[config.mk]
export PLATFORM = sky130hd
export DESIGN_NAME = mcu_output_arbiter_flat
export DESIGN_NICKNAME = d
export VERILOG_FILES = /design/src/rtl/mcu_output_arbiter_if.sv /design/src/rtl/mcu_output_arbiter.sv /design/src/flat_wrapper.sv
export SDC_FILE = /design/constraint.sdc
export NUM_CORES = 1
export LEC_CHECK = 0
export CORE_AREA = 2 2 109 58
export DETAILED_ROUTE_END_ITERATION = 8
export DIE_AREA = 0 0 111 60
export GPL_TIMING_DRIVEN = 0
export PLACE_DENSITY = 0.89
export SETUP_SLACK_MARGIN = 0.02
export SYNTH_ARGS = -nofsm -noshare
export SYNTH_HDL_FRONTEND = slang
export SYNTH_SLANG_ARGS = --single-unit
[constraint.sdc]
create_clock -name clk -period 4.2 [get_ports clk]
set_clock_uncertainty 0.1 [all_clocks]
set_input_delay 1.26 -clock clk [delete_from_list [all_inputs] [get_ports clk]]
set_output_delay 1.26 -clock clk [all_outputs]
set_load 0.02 [all_outputs]
[src/rtl/mcu_output_arbiter_if.sv]
// mcu_output_arbiter_if: requester words in, one handshaked word channel out to the MCU
interface mcu_output_arbiter_if #(
    parameter int NUM_REQ = 3,
    parameter int DATA_W  = 16
);
    localparam int GW = $clog2(NUM_REQ);
    logic [NUM_REQ-1:0]        req_valid;
    logic [NUM_REQ-1:0]        req_ready;
    logic [NUM_REQ*DATA_W-1:0] req_data;
    logic                      cts;
    logic [DATA_W-1:0]         output_data;
    logic                      rts;
    logic [GW-1:0]             grant_id;
    logic                      timeout;
    logic [7:0]                drop_count;
    modport master (
        input  req_valid, req_data, cts,
        output req_ready, output_data, rts, grant_id, timeout, drop_count
    );
    modport slave (
        output req_valid, req_data, cts,
        input  req_ready, output_data, rts, grant_id, timeout, drop_count
    );
endinterface

[src/rtl/mcu_output_arbiter.sv]
// mcu_output_arbiter: round-robin share of the MCU output word channel with 4-phase rts/cts
module mcu_output_arbiter #(
    parameter int NUM_REQ     = 3,
    parameter int DATA_W      = 16,
    parameter int CTS_TIMEOUT = 255
) (
    input  logic                 clk,
    input  logic                 reset,
    input  logic                 enable,
    mcu_output_arbiter_if.master bus
);
    localparam int GW = $clog2(NUM_REQ);
    localparam int TW = $clog2(CTS_TIMEOUT + 1);
    localparam logic [TW-1:0] LIMIT = TW'(CTS_TIMEOUT - 1);
    typedef enum logic [1:0] {IDLE, SEND, RELEASE} state_t;
    state_t            state;
    logic [TW-1:0]     timer;
    logic [GW-1:0]     rr_ptr;
    logic [GW-1:0]     win;
    logic              any;
    logic              stall;
    logic [DATA_W-1:0] slot [NUM_REQ];
    function automatic logic [GW-1:0] wrap(input int v);
        return GW'(v % NUM_REQ);
    endfunction
    for (genvar g = 0; g < NUM_REQ; g++) begin : g_slot
        assign slot[g] = bus.req_data[g*DATA_W +: DATA_W];
    end
    // Scan farthest-first so the nearest valid index after rr_ptr is the one left standing
    always_comb begin
        win = '0;
        any = 1'b0;
        for (int k = NUM_REQ; k >= 1; k--)
            if (bus.req_valid[wrap(int'(rr_ptr) + k)]) begin
                win = wrap(int'(rr_ptr) + k);
                any = 1'b1;
            end
    end
    assign bus.req_ready = (state == IDLE && enable && reset && any) ? NUM_REQ'(1) << win : '0;
    // SEND waits for cts to rise, RELEASE waits for it to fall
    assign stall = (state == SEND) ? !bus.cts : bus.cts;
    always_ff @(posedge clk) begin
        if (!reset) begin
            state           <= IDLE;
            timer           <= '0;
            rr_ptr          <= GW'(NUM_REQ - 1);
            bus.output_data <= '0;
            bus.rts         <= 1'b0;
            bus.grant_id    <= '0;
            bus.timeout     <= 1'b0;
            bus.drop_count  <= '0;
        end else if (enable) begin
            bus.timeout <= 1'b0;
            if (state == IDLE) begin
                if (any) begin
                    bus.output_data <= slot[win];
                    bus.grant_id    <= win;
                    rr_ptr          <= win;
                    bus.rts         <= 1'b1;
                    timer           <= '0;
                    state           <= SEND;
                end
            end else if (!stall) begin
                bus.rts <= 1'b0;
                timer   <= '0;
                state   <= (state == SEND) ? RELEASE : IDLE;
            end else if (timer == LIMIT) begin
                bus.rts        <= 1'b0;
                bus.timeout    <= 1'b1;
                bus.drop_count <= bus.drop_count + 8'(bus.drop_count != 8'hFF);
                state          <= IDLE;
            end else begin
                timer <= timer + TW'(1);
            end
        end
    end
endmodule
[src/flat_wrapper.sv]
// flat-port wrapper written by rule: the top's interface ports become plain ports
module mcu_output_arbiter_flat 
#(
    parameter int NUM_REQ     = 3,
    parameter int DATA_W      = 16,
    parameter int CTS_TIMEOUT = 255
)
  (clk, reset, enable, bus_req_valid, bus_req_data, bus_cts, bus_req_ready, bus_output_data, bus_rts, bus_grant_id, bus_timeout, bus_drop_count);
  mcu_output_arbiter_if #(.NUM_REQ(NUM_REQ), .DATA_W(DATA_W)) bus_i ();
  input  logic clk;
  input  logic reset;
  input  logic enable;
  input wire logic [$bits(bus_i.req_valid)-1:0] bus_req_valid;
  input wire logic [$bits(bus_i.req_data)-1:0] bus_req_data;
  input wire logic [$bits(bus_i.cts)-1:0] bus_cts;
  output wire logic [$bits(bus_i.req_ready)-1:0] bus_req_ready;
  output wire logic [$bits(bus_i.output_data)-1:0] bus_output_data;
  output wire logic [$bits(bus_i.rts)-1:0] bus_rts;
  output wire logic [$bits(bus_i.grant_id)-1:0] bus_grant_id;
  output wire logic [$bits(bus_i.timeout)-1:0] bus_timeout;
  output wire logic [$bits(bus_i.drop_count)-1:0] bus_drop_count;
  assign bus_i.req_valid = bus_req_valid;
  assign bus_i.req_data = bus_req_data;
  assign bus_i.cts = bus_cts;
  assign bus_req_ready = bus_i.req_ready;
  assign bus_output_data = bus_i.output_data;
  assign bus_rts = bus_i.rts;
  assign bus_grant_id = bus_i.grant_id;
  assign bus_timeout = bus_i.timeout;
  assign bus_drop_count = bus_i.drop_count;
  mcu_output_arbiter #(.NUM_REQ(NUM_REQ), .DATA_W(DATA_W), .CTS_TIMEOUT(CTS_TIMEOUT)) u_core (.clk(clk), .reset(reset), .enable(enable), .bus(bus_i));
endmodule
# Word-level counts from Yosys, hierarchy flattened
# Index checks and enable logic that the tools add are counted.
[classes] addsub=5 multipliers=0 div_mod_pow=3 n_lt_le_gt_ge=4 eq_ne=6 shift=1 muxes=33 bitwise=2 reduce_logical=9
[op_table] cell="32-bit by 3-bit modulo with 32-bit output (second input constant)" n=3
[op_table] cell="16-bit binary-select mux with 2-bit select" n=1
[op_table] cell="16-bit 2-to-1 mux" n=2
[op_table] cell="8-bit 2-to-1 mux" n=4
[op_table] cell="2-bit 2-to-1 mux" n=8
[op_table] cell="1-bit 2-to-1 mux" n=14
[op_table] cell="2-bit by 3-bit < comparator with 1-bit output (second input constant)" n=3
[op_table] cell="3-bit AND reduction" n=3
[op_table] cell="8-bit by 1-bit adder with 8-bit output" n=1
[op_table] cell="8-bit by 1-bit adder with 8-bit output (second input constant)" n=1
[op_table] cell="8-bit equality test (second input constant)" n=1
[op_table] cell="8-bit != test (second input constant)" n=1
[op_table] cell="2-bit by 2-bit adder with 3-bit output (second input constant)" n=2
[op_table] cell="1-bit binary-select mux with 2-bit select" n=3
[op_table] cell="3-bit != test (second input constant)" n=2
[op_table] cell="4-bit AND reduction" n=1
[op_table] cell="2-bit by 1-bit adder with 3-bit output (second input constant)" n=1
[op_table] cell="3-bit greater-or-equal comparator (second input constant)" n=1
[op_table] cell="1-bit logical AND" n=3
[op_table] cell="3-bit 2-to-1 mux" n=1
[op_table] cell="2-bit inverter with 3-bit output" n=1
[op_table] cell="1-bit by 2-bit << shifter with 3-bit output (first input constant)" n=1
[op_table] cell="2-bit by 1-bit equality test with 1-bit output (second input constant)" n=1
[op_table] cell="2-bit zero test" n=1
[op_table] cell="3 further kinds" n=3
[word_totals] register_bits=40 latchBits=0 ram_bits=0 rom_bits=0 inputBits=55 wordCells=71 mem_count=0

# Logic depth before layout (Yosys ltp)
# Gate-level depths: netlist of run 1.
[logic_depth] ltp_word=11 depth_mapped=9 depth_no_buf=8

# Least setup slack after synthesis of run 1
# No wires, ideal clock.
[synth_path] path_type="input -> output" start="input port bus_req_valid[0]" end="output port bus_req_ready[2]" arrival_time_ps=2477 required_ps=2840 setup_slack_ps=363 path_stages=7 cell_sequence="mux2i_2 > mux2i_4 > o311a_1 > buf_6 > buf_6 > nand3_1 > nor2_1"
[synth_via] elab_chain_cells=7
[synth_rtl] element="from (decl)" line="flat_wrapper.sv:13" text="input wire logic [$bits(bus_i.req_valid)-1:0] bus_req_valid;"
[synth_rtl] element="1-bit binary-select mux with 2-bit select" line="mcu_output_arbiter.sv:34" text="if (bus.req_valid[wrap(int'(rr_ptr) + k)]) begin"
[synth_rtl] element="1-bit 2-to-1 mux (implied by the code)" line="mcu_output_arbiter.sv:34"
[synth_rtl] element="2-bit 2-to-1 mux or 1-bit 2-to-1 mux (tied branches) (3 in series)" line="mcu_output_arbiter.sv:34"
[synth_rtl] element="1-bit by 2-bit << shifter with 3-bit output or 1-bit logical AND (tied branches)" line="mcu_output_arbiter.sv:39" text="assign bus.req_ready = (state == IDLE && enable && reset && any) ? NUM_REQ'(1) << win : '0;"
[synth_rtl] element="3-bit 2-to-1 mux (*)" line="mcu_output_arbiter.sv:39"
[synth_rtl] element="to (decl)" line="flat_wrapper.sv:16" text="output wire logic [$bits(bus_i.req_ready)-1:0] bus_req_ready;"
# Mark *: on every way between the ends. The rest lies on a longest branch, timed or not. The select of a mux whose other input is x is not followed.

# Final worst setup path of run 1
# Ends and elaborated chain as after synthesis.

==> results of run 1 <==
## worst paths after layout
path                               start                          to  slack (ns)  depth (start not counted)
setup / recovery        bus_req_valid[0]            bus_req_ready[2]        0.07                          9
hold / removal    u_core.bus.grant_id[1]      u_core.bus.grant_id[1]        0.35                          2
setup reg to reg        u_core.rr_ptr[0]  u_core.bus.output_data[11]        1.31                         10
hold reg to reg   u_core.bus.grant_id[1]      u_core.bus.grant_id[1]        0.35                          2
## flip-flops by register name (all words and copies together) (netlist names)
signal                  cells
u_core.bus.output_data     16
u_core.bus.drop_count       8
u_core.timer                8
u_core.rr_ptr               2
u_core.state                2
u_core.bus.grant_id         1
u_core.bus.timeout          1
## final cells by class
cell class / count / area share [%]
Buffer: 22 / 3.733
Clock buffer: 6 / 3.667
Clock inverter: 1 / 0.7929
Inverter: 23 / 2.279
Multi-Input combinational cell: 208 / 43.08
Sequential cell: 38 / 20.09
Tap cell: 77 / 2.544
Timing Repair Buffer: 94 / 23.82
## cell usage after synthesis (2+ instances only)
cell	count	area [um^2]
a211oi_1	4	30.03
a211oi_2	13	162.7
a21oi_1	12	60.06
and3_1	3	18.77
buf_2	5	25.02
buf_4	3	22.52
buf_6	4	45.04
clkbuf_1	10	37.54
dfxtp_1	38	760.7
ha_1	10	125.1
inv_1	23	86.33
mux2i_1	4	40.04
mux2i_2	2	27.53
mux2i_4	2	45.04
nand2_1	8	30.03
nand2b_1	3	18.77
nand3_1	4	20.02
nand4_1	6	37.54
nand4_2	2	25.02
nor2_1	32	120.1
nor2b_1	8	50.05
nor4b_1	2	17.52
o211ai_1	2	15.01
o21ai_0	17	85.08
o21ai_1	5	25.02
o311a_1	17	170.2
o31ai_1	21	157.7
o41ai_1	2	17.52
or3_1	2	12.51
or4_1	6	45.04
or4b_1	2	20.02
xor2_1	5	43.79
## cell families after synthesis
group | count (synthesis)
compound gates | 102
simple gates | 83
buf+inv | 45
flops | 38
fa+ha+maj | 10
mux | 8
xor+xnor | 5
## cells in the final DEF (no fill, tap or decap), drive strengths merged, types with 3 or more instances in the layout
master and instances:
nand2b 3, xor2 5, nor2b 8, nand3 4, nor2 32, ha 10
clkdlybuf4s50 78, o31ai 21, o21ai 23, nor4b 3, nand4 8, clkbuf 19
buf 24, a21oi 12, inv 23, or4 6, mux2i 8, nand2 8
dfxtp 38, and3 3, o311a 17, a211oi 17
## where the power goes
part	internal, mW	total (mW)	switching (mW)	leakage (nW)
Sequential	0.400	0.427	0.0271	0.310
Clock	0.293	0.441	0.148	0.0829
Combinational	0.295	0.659	0.364	1.08
Total	0.987	1.53	0.540	1.48
## worst max-delay path, delay by kind of cell
kind	cells	cell delay, ns
compound gates	1	0.34
simple gates	2	0.15
mux	2	0.36
buf+inv	4	0.64
## layer usage
layer	up-vias	wire length (um)
met4	0	136
met3	18	815
met5	-	0
met1	1273	3779
met2	168	3425
li1	1292	-
## metrics by stage
| stage | cell area [um^2] | util, % | worst slack [ns] | cells | TNS (ns) |
|---|---|---|---|---|---|
| after floorplan | 2560 | - | 0.3625 | 291 | 0 |
| after global placement | 3497 | 60.50 | -0.8987 | 452 | -2.576 |
| after detailed placement | 3497 | 60.50 | -0.9430 | 452 | -2.720 |
| after CTS | 3766 | 65.15 | 0.05100 | 469 | 0 |
| after global routing | 3787 | 65.52 | -0.004067 | 469 | -0.004067 |
| final | 3787 | 65.52 | 0.06798 | 469 | 0 |
## timing repair
action	CTS	global route
endpoints found under the hold margin	0	0
resized for setup	33	11
endpoints found under the setup margin	3	3
gates cloned	0	0
setup buffers	10	0
pin swaps	2	2
==> results.yml, run 1 <==
power:
  power_density_nw_per_um2: 403.1
  peakVddDrop_mv: 0.1865
  power_mw: 1.527
  p_leak_nw: 1.477
cells_and_area:
  final.fill_count: 449
  final_nets: 457
  area_growth_pct: 47.95
  seq_area_um2: 760.7
  layout-drive-gt1-share_pct: 17.09
  antenna_cells: 0
  multi_input_area_um2: 1632
yosys:
  synth_cell_types: 46
  synth-xor-area-share_pct: 1.711
  synth_top_family_by_area: "compound AO/OA/AOI/OAI gates"
  synthesis.nets: 356
  synth-edff-count: 0
  synth_area_um2: 2560
  synth-async-reset-ratio_pct: 0
  ys_warn_count: 0
  yosys_most_used_dff: "dfxtp_1"
  yosys-mux-area-fraction_pct: 4.399
  seq_area_frac_synth_pct: 29.72
  synth_compound_area_share_pct: 32.26
  synthSimpleGateAreaFrac_pct: 18.57
  syn_area_per_cell_um2: 8.797
  ys_ff_latch: 38
  synthAdderAreaFrac_pct: 4.888
  syn_inst: 291
grt:
  gr-usage-all-layers_pct: 24.83
  grt.met3_usage_pct: 6.389
  grt_overflow_total: 0
  grt_max_degree: 12
  first_global_vias: 2663
  groute.layer.met2.usage_pct: 37.25
  grt_pass1_wl_mm: 12.97
  busiest_layer: "met2"
  antenna_found_initial: 0
  use_met1_pct: 34.59
floorplanning:
  dieArea_um2: 6660
  initial_core_util_pct: 44.29
  die_x_um: 111
  rows: 20
  core_um2: 5781
  die_h_um: 60
  top_level_ports: 86
clocking:
  clock_latency_ns: 0.28
  cts-htree-levels: 2
  cts_hold_buffers: 0
  cts_root_buf: "clkbuf_16"
  cts_buffers: 5
  cts_sinks: 38
  cts.clk_slew.worst_paths_ns: 0.05
  cts_tree: "built"
  cts_buffer_depth: 2
timing:
  tightestPinTransition_ns: 0.5208
  max_slew_margin_pct: 65.02
  min_period_ns: 4.132
  fmax_ghz: 0.2420
  hold_viol: 0
  period_share_pct: 98.38
  setup_viol: 0
  whs_ns: 0.3526
  maxSlewViolCount: 0
placed_design:
  dp_hpwl_mm: 5.776
  gp_congestion: 0.9393
  port_buffers: 84
worst_setup_path:
  cp_slowest_cell: "o311a_1"
  critPathArrivalTime_ns: 2.77
  crit_fanout: 10
  max_stage_delay_ns: 0.34
  cp_cell_sequence: "clkbuf_4, mux2i_4, mux2i_4, o311a_1, buf_6, buf_6, nand3_2, nor2_1, buf_4"
  critical_path_class: "in2out"
  worst_setup_path_end_kind: "output port"
  worst_ep_required_time_ns: 2.84
  start_kind: "primary input"
run_status:
  outcome: "complete, no violations"
run:
  maxCapViolCount: 0
drt:
  drt-initial-drc-count: 217
  drcViolationCount: 0
  postRouteAntennaNets: 0
  vias_per_cell: 5.866
  drt-pass1-iter-count: 5
  drt-total-wl_mm: 8.156
  vias: 2751
  routed_wire_length_per_instance_um: 17.39
hold_path:
  hp-class: "reg2reg"
(Power assumes the default switching activity.)
==> inputs of run 2 (changes only) <==
--- a/config.mk
+++ b/config.mk
@@ -6,6 +6,7 @@
 export NUM_CORES = 1
 export LEC_CHECK = 0
 export CORE_AREA = 2 2 109 58
+export CTS_CLUSTER_DIAMETER = 100
 export DETAILED_ROUTE_END_ITERATION = 8
 export DIE_AREA = 0 0 111 60
 export GPL_TIMING_DRIVEN = 0
==> results of run 2 <==
No change in the layout: final DEF, timing and power equal those of run 1.
